--- src/rtl/point_link_pkg.sv ---
// Shared constants, types and byte-selection helper for the point UART link.
package point_link_pkg;

  localparam logic [7:0]  HDR0      = 8'hAA;
  localparam logic [7:0]  HDR1      = 8'h55;
  localparam logic [7:0]  PT_COUNT  = 8'h10;
  localparam int unsigned PKT_LEN   = 69;
  localparam int unsigned CKSUM_IDX = 68;
  localparam int unsigned IDX_W     = 7;
  localparam int unsigned PTS_W     = 256;

  typedef enum logic [1:0] {
    IDLE,
    SNAP,
    LOAD,
    SEND
  } state_e;

  // Frozen copy of the finder outputs for one packet.
  typedef struct packed {
    logic [PTS_W-1:0] h;
    logic [PTS_W-1:0] v;
  } snap_t;

  // Byte at packet index idx: header, sequence, count, big-endian H/V pairs, checksum.
  function automatic logic [7:0] pkt_byte(input logic [IDX_W-1:0] idx,
                                          input logic [7:0]       seq,
                                          input logic [7:0]       cksum,
                                          input snap_t            snap);
    logic [5:0]  p;
    logic [3:0]  k;
    logic [15:0] w;
    p = 6'(idx - 7'd4);
    k = p[5:2];
    w = p[1] ? snap.v[{k, 4'b0000} +: 16] : snap.h[{k, 4'b0000} +: 16];
    if (idx == 7'd0)                   pkt_byte = HDR0;
    else if (idx == 7'd1)              pkt_byte = HDR1;
    else if (idx == 7'd2)              pkt_byte = seq;
    else if (idx == 7'd3)              pkt_byte = PT_COUNT;
    else if (idx == 7'(CKSUM_IDX))     pkt_byte = cksum;
    else                               pkt_byte = p[0] ? w[7:0] : w[15:8];
  endfunction

endpackage

--- src/rtl/uart_tx_byte.sv ---
// UART 8N1 byte transmitter: start bit, 8 data bits LSB first, stop bit.
module uart_tx_byte #(
  parameter int unsigned CLKS_PER_BIT = 27
) (
  input  logic       CLK,
  input  logic       RST_N,
  input  logic [7:0] i_DATA,
  input  logic       i_VALID,
  output logic       o_READY,
  output logic       o_DONE,
  output logic       o_TX
);

  localparam int unsigned BAUD_W = (CLKS_PER_BIT > 1) ? $clog2(CLKS_PER_BIT) : 1;
  localparam logic [BAUD_W-1:0] BAUD_MAX = BAUD_W'(CLKS_PER_BIT - 1);

  logic              busy_q;
  logic [BAUD_W-1:0] baud_q;
  logic [3:0]        bit_q;
  logic [8:0]        shift_q;
  logic              tx_q;
  logic              bit_end;

  assign bit_end = busy_q && (baud_q == BAUD_MAX);
  // Done marks the last cycle of the stop bit so the next byte can follow with a 2-cycle gap.
  assign o_DONE  = bit_end && (bit_q == 4'd9);
  assign o_READY = ~busy_q;
  assign o_TX    = tx_q;

  // Bit sequencer: shift register holds remaining data bits plus the stop bit.
  always_ff @(posedge CLK or negedge RST_N) begin
    if (!RST_N) begin
      busy_q  <= 1'b0;
      baud_q  <= '0;
      bit_q   <= '0;
      shift_q <= '1;
      tx_q    <= 1'b1;
    end else if (!busy_q) begin
      if (i_VALID) begin
        busy_q  <= 1'b1;
        baud_q  <= '0;
        bit_q   <= '0;
        shift_q <= {1'b1, i_DATA};
        tx_q    <= 1'b0;
      end
    end else if (bit_end) begin
      baud_q <= '0;
      if (bit_q == 4'd9) begin
        busy_q <= 1'b0;
        tx_q   <= 1'b1;
      end else begin
        bit_q   <= bit_q + 4'd1;
        tx_q    <= shift_q[0];
        shift_q <= {1'b1, shift_q[8:1]};
      end
    end else begin
      baud_q <= baud_q + BAUD_W'(1);
    end
  end

endmodule

--- src/rtl/point_uart_packetizer.sv ---
// Per-frame snapshot of 16 centroid pairs, framed into a 69-byte UART packet.
module point_uart_packetizer
  import point_link_pkg::*;
#(
  parameter int unsigned CLKS_PER_BIT = 27,
  parameter int unsigned NUM_POINTS   = 16
) (
  input  logic                     CLK,
  input  logic                     RST_N,
  input  logic                     VGA_VS,
  input  logic                     i_EN,
  input  logic [16*NUM_POINTS-1:0] i_POINTS_H,
  input  logic [16*NUM_POINTS-1:0] i_POINTS_V,
  output logic                     o_UART_TX,
  output logic                     o_BUSY,
  output logic [7:0]               o_SEQ,
  output logic [7:0]               o_DROP_CNT
);

  state_e           state_q, state_d;
  logic             vs_q;
  logic [7:0]       seq_q, seq_d;
  logic [7:0]       drop_q, drop_d;
  logic [IDX_W-1:0] idx_q, idx_d;
  logic [7:0]       cksum_q, cksum_d;
  logic [7:0]       pkt_seq_q, pkt_seq_d;
  snap_t            snap_q, snap_d;
  logic [7:0]       tx_data_q, tx_data_d;
  logic             tx_valid_q, tx_valid_d;
  logic             busy_q, busy_d;
  logic             frame_evt;
  logic [7:0]       cur_byte;
  logic             tx_ready;
  logic             tx_done;

  assign frame_evt = vs_q & ~VGA_VS & i_EN;
  assign cur_byte  = pkt_byte(idx_q, pkt_seq_q, cksum_q, snap_q);

  assign o_BUSY     = busy_q;
  assign o_SEQ      = seq_q;
  assign o_DROP_CNT = drop_q;

  // State and datapath registers.
  always_ff @(posedge CLK or negedge RST_N) begin
    if (!RST_N) begin
      state_q    <= IDLE;
      vs_q       <= 1'b0;
      seq_q      <= '0;
      drop_q     <= '0;
      idx_q      <= '0;
      cksum_q    <= '0;
      pkt_seq_q  <= '0;
      snap_q     <= '0;
      tx_data_q  <= '0;
      tx_valid_q <= 1'b0;
      busy_q     <= 1'b0;
    end else begin
      state_q    <= state_d;
      vs_q       <= VGA_VS;
      seq_q      <= seq_d;
      drop_q     <= drop_d;
      idx_q      <= idx_d;
      cksum_q    <= cksum_d;
      pkt_seq_q  <= pkt_seq_d;
      snap_q     <= snap_d;
      tx_data_q  <= tx_data_d;
      tx_valid_q <= tx_valid_d;
      busy_q     <= busy_d;
    end
  end

  // Next-state: frame accounting, snapshot, byte sequencing and checksum.
  always_comb begin
    state_d    = state_q;
    seq_d      = seq_q;
    drop_d     = drop_q;
    idx_d      = idx_q;
    cksum_d    = cksum_q;
    pkt_seq_d  = pkt_seq_q;
    snap_d     = snap_q;
    tx_data_d  = tx_data_q;
    tx_valid_d = 1'b0;

    if (frame_evt) begin
      seq_d = seq_q + 8'd1;
      if (state_q != IDLE && drop_q != 8'hFF) drop_d = drop_q + 8'd1;
    end

    case (state_q)
      IDLE: begin
        if (frame_evt) state_d = SNAP;
      end
      SNAP: begin
        snap_d    = '{h: i_POINTS_H, v: i_POINTS_V};
        pkt_seq_d = seq_q;
        cksum_d   = '0;
        idx_d     = '0;
        state_d   = LOAD;
      end
      LOAD: begin
        if (tx_ready) begin
          tx_data_d  = cur_byte;
          tx_valid_d = 1'b1;
          if (idx_q >= 7'd2 && idx_q < 7'(CKSUM_IDX)) cksum_d = cksum_q + cur_byte;
          state_d = SEND;
        end
      end
      SEND: begin
        if (tx_done) begin
          if (idx_q == 7'(CKSUM_IDX)) begin
            state_d = IDLE;
          end else begin
            idx_d   = idx_q + 7'd1;
            state_d = LOAD;
          end
        end
      end
      default: state_d = IDLE;
    endcase

    busy_d = (state_d != IDLE);
  end

  uart_tx_byte #(
    .CLKS_PER_BIT(CLKS_PER_BIT)
  ) u_tx (
    .CLK    (CLK),
    .RST_N  (RST_N),
    .i_DATA (tx_data_q),
    .i_VALID(tx_valid_q),
    .o_READY(tx_ready),
    .o_DONE (tx_done),
    .o_TX   (o_UART_TX)
  );

endmodule

--- config.mk ---
export PLATFORM = sky130hd
export DESIGN_NAME = point_uart_packetizer
export DESIGN_NICKNAME = d
export VERILOG_FILES = /design/src/rtl/point_link_pkg.sv /design/src/rtl/uart_tx_byte.sv /design/src/rtl/point_uart_packetizer.sv
export SDC_FILE = /design/constraint.sdc
export NUM_CORES = 1
export LEC_CHECK = 0
export ABC_CLOCK_PERIOD_IN_PS = 16350
export BUFFER_PORTS_ARGS = -buffer_cell sky130_fd_sc_hd__buf_4
export CORE_MARGIN = 1.5
export CORE_UTILIZATION = 60
export DETAILED_ROUTE_END_ITERATION = 8
export MAX_ROUTING_LAYER = met4
export PLACE_DENSITY_LB_ADDON = 0.12
export SYNTH_ARGS = -nofsm -noshare
export SYNTH_HDL_FRONTEND = slang
export SYNTH_SLANG_ARGS = --single-unit
export TNS_END_PERCENT = 100
--- constraint.sdc ---
create_clock -name CLK -period 16.35 [get_ports CLK]
set_input_delay 1.635 -clock CLK [delete_from_list [all_inputs] [get_ports CLK]]
set_output_delay 1.635 -clock CLK [all_outputs]
set_load 0.01 [all_outputs]
After elaboration in Yosys (flattened, before gate mapping). Cells that the tools add are included.

Output and inout port bits: 18. Word-level logic and storage cells: 104. Register bits after elaboration: 584. Input port bits: 516.

Add/sub/neg operators: 7. $lt $le $gt $ge: 2. Shift operators: 2. Mux-type cells: 39. Reductions and logical operators: 17. Bitwise gates (word level): 4. Eq/ne operators: 16.

Operators with widths (count): variable part select 256 x 9 -> 16 bit (2); two-way mux 8 bit (8); two-way mux 9 bit (4); adder 8 x 1 -> 8 bit (second input constant) (2); two-way mux 16 bit (1); two-way mux 4 bit (4); one-hot mux 8 bit (2 select lines) (1); two-way mux 5 bit (3); == test 7 x 2 -> 1 bit (second input constant) (2); two-way mux 7 bit (2); one-hot mux 7 bit (2 select lines) (1); inequality test 2 bit (second input constant) (6); two-way mux 1 bit (10); nonzero test 2 bit (5); AND reduction 3 bit (3); adder 8 bit (1); two-way mux 2 bit (4); inequality test 8 bit (second input constant) (1); one-hot mux 2 bit (4 select lines) (1); adder 7 x 1 -> 7 bit (second input constant) (1); == test 7 x 1 -> 1 bit (second input constant) (1); == test 7 bit (second input constant) (1); >= comparator 7 x 2 -> 1 bit (second input constant) (1); logical NOT 7 bit (1); 13 further kinds (21).

Depth between registers and ports, before layout. Gate-level depths: netlist of the first run.

Word-level depth: 13. Mapped depth: 23. Depth with buffers taken out: 18.

By module. A second synthesis of the first run with hierarchy kept.

Cell total of the unflattened synthesis: 2831. Area, all modules: 27087.2 µm².

By module, submodules not included: point_uart_packetizer (times used 1, area each 26060.0 µm², cells an instance 2737, sequential area each 14113.5 µm²); uart_tx_byte (times used 1, area each 1027.2 µm², cells an instance 94, sequential area each 486.7 µm²).

Worst setup path before layout of the first run. Ideal clock, no wire load.

Kind: register to register. From: register idx_q[2]. To: register cksum_q[7]. Required time: 16.227 ns. Stages on the path, launching flop included: 22. Setup slack: 11.038 ns. Path buffers: 6. Clock period less this slack: 5.312 ns. Library setup time: 0.123 ns. Arrival time: 5.189 ns. Path through: dfrtp_1 -> clkbuf_1 -> buf_2 -> buf_2 -> clkinv_1 -> ha_1 -> clkbuf_1 -> clkbuf_1 -> clkbuf_1 -> mux4_2 -> mux4_2 -> a21oi_1 -> nor2_1 -> or2_1 -> ha_1 -> a21o_1 -> a21oi_1 -> o21bai_1 -> a21oi_1 -> o211ai_1 -> mux2_1 -> mux2i_1.

Cells in the longest elaborated chain, start to end: 13. Elaborated cells between the ends (all ways): 24. Those cells by class: 2 x add/sub; 2 x order compare; 5 x eq/ne; 2 x shift; 10 x mux; 3 x reduce/logical.

RTL lines: start: declaration (RTL line point_uart_packetizer.sv:24) `logic [IDX_W-1:0] idx_q, idx_d;`; start signal: assignment (RTL line point_uart_packetizer.sv:62) `idx_q <= idx_d;`; subtractor 6 x 3 -> 6 bit (RTL line point_link_pkg.sv:33) `p = 6'(idx - 7'd4);`; variable part select 256 x 9 -> 16 bit (RTL line point_link_pkg.sv:35) `w = p[1] ? snap.v[{k, 4'b0000} +: 16] : snap.h[{k, 4'b0000} +: 16];`; two-way mux 16 bit (RTL line point_link_pkg.sv:35); two-way mux 8 bit (RTL line point_link_pkg.sv:41) `else pkt_byte = p[0] ? w[7:0] : w[15:8];`; two-way mux 8 bit (RTL line point_link_pkg.sv:40) `else if (idx == 7'(CKSUM_IDX)) pkt_byte = cksum;`; two-way mux 8 bit (RTL line point_link_pkg.sv:39) `else if (idx == 7'd3) pkt_byte = PT_COUNT;`; two-way mux 8 bit (RTL line point_link_pkg.sv:38) `else if (idx == 7'd2) pkt_byte = seq;`; two-way mux 8 bit (RTL line point_link_pkg.sv:37) `else if (idx == 7'd1) pkt_byte = HDR1;`; two-way mux 8 bit (*) (RTL line point_link_pkg.sv:36) `if (idx == 7'd0) pkt_byte = HDR0;`; via cur_byte[1] (RTL line point_uart_packetizer.sv:32) `logic [7:0] cur_byte;`; adder 8 bit (*) (RTL line point_uart_packetizer.sv:104) `if (idx_q >= 7'd2 && idx_q < 7'(CKSUM_IDX)) cksum_d = cksum_q + cur_byte;`; two-way mux 8 bit (*) (RTL line point_uart_packetizer.sv:104); two-way mux 8 bit (*) (RTL line point_uart_packetizer.sv:101) `if (tx_ready) begin`; one-hot mux 8 bit (2 select lines) (*) (RTL line point_uart_packetizer.sv:89) `case (state_q)`; end signal: assignment (RTL line point_uart_packetizer.sv:63) `cksum_q <= cksum_d;`; end: declaration (RTL line point_uart_packetizer.sv:25) `logic [7:0] cksum_q, cksum_d;`.

Mark *: on every way through the listed nets, which the timed path passes. The rest lies on a longest branch. The select of a mux whose other input is x is not followed. A chain may end at the register's enable or synchronous reset.

Worst setup path in the final report of the first run.
From: register idx_q[1]. To: register cksum_q[7].

The elaborated chain is that of the path after synthesis.

==> flow_summary.toml, run 1 <==
[outcome]
status = "complete, no violations"

[timing]
hold_viol_final = 0
final.setup.worst_slack_ns = 10.11
fin_skew_ns = 0.0171
finalSetupViolations = 0
max_freq_ghz = 0.160
worst_pin_slew_ns = 1.11
fin_crit_sh = 0.382
fin_setup_tns_ns = 0
grt_setup_unrepaired = "false"
slew_viol_final = 0
slew_headroom = 0.260
period_minus_slack_ns = 6.24

[setup_path]
cp.required_ns = 16.86
arrival_ns = 6.74
worst-path-max-fanout = 54
crit_type = "reg -> reg"
end_kind = "flip-flop"
path_cells = "buf_4 -> buf_4 -> mux4_2 -> mux4_2 -> mux4_2 -> a21oi_1 -> nor2_1 -> or2_1 -> ha_1 -> a21o_1 -> a21oi_1 -> o21bai_1 -> a21oi_1 -> o211ai_1 -> mux2_1 -> mux2i_1"
startpoint_type = "flip-flop"
worst-path-buf-inv = 2
crit_family = "multiplexers"
critical-path-max-stage-delay_ns = 0.91
cp_slowest_cell = "buf_4"

[clocking]
cts.clk_slew.worst_paths_ns = 0.06
clock-sinks = 583
cts-root-buf = "clkbuf_16"
clock_latency_ns = 0.62
cts_setup_buffers = 0
htree_levels = 2
cts_resized = 0
clk_path_buf_depth = 3
cts_hold_buffers = 0
cts_tree = "done"
cts_buffers = 57

[synth]
ys_types = 55
synth-main-ff-cell = "dfrtp_1"
ys_async_sr_fraction = 1.00
synth_top_area_share = 0.535
yosys.area.top_type = "dfrtp_1"
synth_edf_count = 0
ys_ff_latch = 583
synth_area_leaders = "dfrtp_1 53%, nand2_1 23%, mux4_2 13%"
avgSynthCellArea_um2 = 9.57
syn-num-nets = 3346
synthCells = 2809
synth_area_um2 = 26900
synth_warnings = 0
yosysSeqAreaShare = 0.543

[grt]
antenna_found_initial = 2
grt_pass1_vias = 22506
grt_pass1_wl_mm = 128
grt_max_degree = 229
track_usage = 0.383
grt_overflow = 0

[die]
die_y_um = 215
start_util = 0.608
placementRows = 77
io_pins = 534
fp.dieArea_um2 = 46100
core_um2 = 44200
die_width_um = 215

[placement]
dpl.hpwl_mm = 62.0
dp_slack_ns = 9.99
io_buffers = 533
placed_cell_area_um2 = 31200
place_congestion = 0.975

[power]
cellPowerDensity_nw_per_um2 = 97.1
vdd_drop_max_uv = 90.7
total_power_mw = 3.21
cellLeakagePower_nw = 16.6

[final_layout]
area.sequential_um2 = 14600
drive_gt1_frac = 0.250
fin_area_um2 = 33100
layout.cells.most_common = "nand2_1"
finish.utilization = 0.748
multi_input_area_um2 = 11500
final_net_count = 3789
syn_to_final_growth_pct = 23.1
fillers = 3137
final_cell_mix = "1612 x nand2_1, 572 x dfrtp_1, 551 x buf_4"

[route]
drtAntennaViolNets = 0
via_count = 22161
vias_per_cell = 5.69
drcViolationCount = 0
drt_first_pass_iters = 5
wire_per_inst_um = 21.7
routed_wl_mm = 84.5
drt_iter0_markers = 2421

[min_path]
hold_path.class = "reg -> reg"

[job]
drv_cap = 0
==> worst paths after layout <==
check	from	endpoint	slack [ns]	cells after the start
max	idx_q[1]	cksum_q[7]	10.11	16
min reg2reg	snap_q[226]	snap_q[226]	0.47	2
min in group asynchronous	RST_N	snap_q[397]	1.01	1
max in group asynchronous	RST_N	snap_q[365]	13.09	3
min	snap_q[226]	snap_q[226]	0.47	2
max reg2reg	idx_q[1]	cksum_q[7]	10.11	16
==> registers in the layout, indices dropped and copies added, names as in the netlist, 2 cells and up <==
name          flops
pkt_seq_q         8
tx_data_q         8
u_tx.bit_q        4
snap_q          512
cksum_q           8
state_q           2
o_SEQ             8
o_DROP_CNT        8
u_tx.baud_q       5
u_tx.shift_q      8
idx_q             7
==> cell type report <==
| cell class | count | share of cell area |
|---|---|---|
| antenna | 4 | 0.000303 |
| timing repair buffer | 555 | 0.127 |
| clock buffer | 88 | 0.0500 |
| sequential | 583 | 0.442 |
| clock inverter | 16 | 0.00805 |
| inverter | 14 | 0.00159 |
| multi-input combinational | 2041 | 0.349 |
| tap | 592 | 0.0224 |
==> synthesized netlist by cell type, types with 8 or more instances <==
cell type,n
nand2_1,1612
dfrtp_1,574
mux4_2,156
clkbuf_1,142
nor2_1,42
a21oi_1,30
o21ai_0,24
mux2i_1,22
ha_1,20
xnor2_1,16
buf_2,14
inv_1,11
nor2b_1,10
xor2_1,10
dfstp_2,9
nand3_1,9
a211oi_1,8
mux2_2,8
==> metrics by stage <==
step | cells | hold slack [ns]
global placement | 3785 | 0.453
finish | 3893 | 0.472
CTS | 3889 | 0.474
global route | 3892 | 0.486
detailed placement | 3785 | 0.458
floorplan | 2809 | 0.440
==> metal layers <==
metal  routed length (um)  track usage
met1                31600        0.473
met2                41200        0.605
met5                    0            -
met4                 5350        0.205
met3                 6340       0.0722
==> tightest hold or removal path, stage by stage, from the launching register on <==
cell,delay (ns)
dfrtp_1,0.34
nand2_1,0.05
nand2_1,0.06
==> cell families (layout without fill, tap and decap cells) <==
logic type	Yosys count	after routing	share of synthesized area
muxes	187	187	0.143
AOI/OAI and AO/OA	100	100	0.0230
other	0	4	0
DFF	583	583	0.543
buffers and inverters	185	673	0.0287
and+or+nand+nor	1707	1707	0.244
adders and majority gates	21	21	0.0101
xor gates and xnor gates	26	26	0.00847
==> power breakdown <==
part / switching (mW) / leakage [nW] / internal [mW] / total, mW
sequential: 0.0613 / 6.84 / 1.52 / 1.58
combinational: 0.122 / 8.84 / 0.153 / 0.274
clock: 0.568 / 0.933 / 0.790 / 1.36
Note: power is estimated with default switching activity, not from simulation.
==> run 2, diff against run 1 <==
ABC_CLOCK_PERIOD_IN_PS = 5800   (was 16350)
CORE_UTILIZATION = 56   (was 60)
clock period = 5.8 ns   (was 16.35 ns; I/O delays follow)
==> flow_summary.toml, run 2 (same netlist as run 1, synthesis figures left out) <==
[clocking]
cts_buffers = 57
cts_tree = "done"
htree_levels = 2
clock_latency_ns = 0.63
cts_setup_buffers = 0
cts_hold_buffers = 0
cts_resized = 0
clk_path_buf_depth = 3
clock-sinks = 583
cts-root-buf = "clkbuf_16"
cts.clk_slew.worst_paths_ns = 0.07

[timing]
period_minus_slack_ns = 5.04
max_freq_ghz = 0.198
finalSetupViolations = 0
worst_pin_slew_ns = 1.03
slew_viol_final = 0
grt_setup_unrepaired = "false"
fin_setup_tns_ns = 0
hold_viol_final = 0
fin_worst_hold_slack_ns = 0.0152
fin_skew_ns = 0.0267
fin_crit_sh = 0.870
slew_headroom = 0.311

[route]
routed_wl_mm = 86.6
drcViolationCount = 0
vias_per_cell = 5.64
drt_iter0_markers = 2092
drtAntennaViolNets = 0
via_count = 22098
drt_first_pass_iters = 6
wire_per_inst_um = 22.1

[final_layout]
largest_register = "snap_q"
final_net_count = 3794
largest_reg_flops = 512
fin_cells = 3921
final_cell_mix = "1612 x nand2_1, 572 x dfrtp_1, 546 x buf_4"
syn_to_final_growth_pct = 24.1
layout.cells.most_common = "nand2_1"
finish.utilization = 0.701
drive_gt1_frac = 0.253

[die]
placementRows = 80
fp.dieArea_um2 = 49300
core_um2 = 47500
die_width_um = 222
io_pins = 534
die_y_um = 222
start_util = 0.565

[power]
cellLeakagePower_nw = 16.7
vdd_drop_max_uv = 226
total_power_mw = 9.12
cellPowerDensity_nw_per_um2 = 273

[setup_path]
cp.required_ns = 6.29
end_kind = "flip-flop"
startpoint = "idx_q[3]"
rr_worst_depth = 15
worst-path-max-fanout = 16
arrival_ns = 5.53
crit_type = "reg -> reg"
startpoint_type = "flip-flop"
r2r-start = "idx_q[3]"

[placement]
place_congestion = 0.956
io_buffers = 533
dpl.cell_count = 3813
dpl.hpwl_mm = 63.7

[min_path]
hold_path.class = "in -> async"

[job]
drv_cap = 0

[grt]
grt_max_degree = 225
grt_overflow = 0
antenna_found_initial = 0
grt_pass1_wl_mm = 132
track_usage = 0.368
grt_pass1_vias = 22574

[outcome]
status = "complete, no violations"
run 2: changes by cell type in the layout (fill, tap and decap cells not counted), sizes merged:
cell / delta
clkinv: +3
diode: -3
buf: +5
clkinvlp: +2
inv: -1
clkbuf: -1
run 2: report_power, final:
group / internal, mW / total, mW / switching [mW]
clock network: 2.28 / 3.89 / 1.61
logic: 0.432 / 0.770 / 0.338
registers: 4.28 / 4.45 / 0.171
run 2: layout make-up:
type	count	area, um^2
multi-input combinational	2041	11500
clock buffer	87	1690
clock inverter	20	292
antenna	1	2.50
inverter	14	52.6
tap	615	769
sequential	583	14600
timing repair buffer	560	4370
fill	3580	14200
run 2: metrics by stage:
stage	instance area (um^2)	worst slack, ns
floorplan	26900	0.488
global placement	31300	0.805
detailed placement	31300	0.732
CTS	33300	0.697
global route	33300	0.371
finish	33300	0.756
run 2: routing by layer:
layer / global-route usage / up-vias / part of all wire
li1: - / 9954 / -
met1: 0.468 / 11063 / 0.39
met2: 0.600 / 881 / 0.50
met3: 0.0420 / 200 / 0.053
met4: 0.165 / 0 / 0.049
met5: - / - / 0
run 2: path summary, 6_finish.rpt:
| kind | to | slack (ns) |
|---|---|---|
| max | cksum_q[7] | 0.76 |
| min | snap_q[438] | 0.02 |
| max reg2reg | cksum_q[7] | 0.76 |
| min reg2reg | snap_q[141] | 0.47 |
| max in group asynchronous | idx_q[1] | 4.36 |
| min in group CLK | vs_q | 0.10 |
run 2: critical path, stage by stage (launching register included):
cell,delay (ns)
dfrtp_1,0.43
inv_1,0.17
ha_1,0.27
xor2_4,0.55
buf_4,0.40
mux4_2,0.59
mux4_2,0.49
a221o_1,0.36
ha_1,0.23
a21o_1,0.19
a21oi_1,0.26
o21bai_1,0.10
a21oi_1,0.29
o211ai_1,0.14
mux2_1,0.32
mux2i_1,0.12
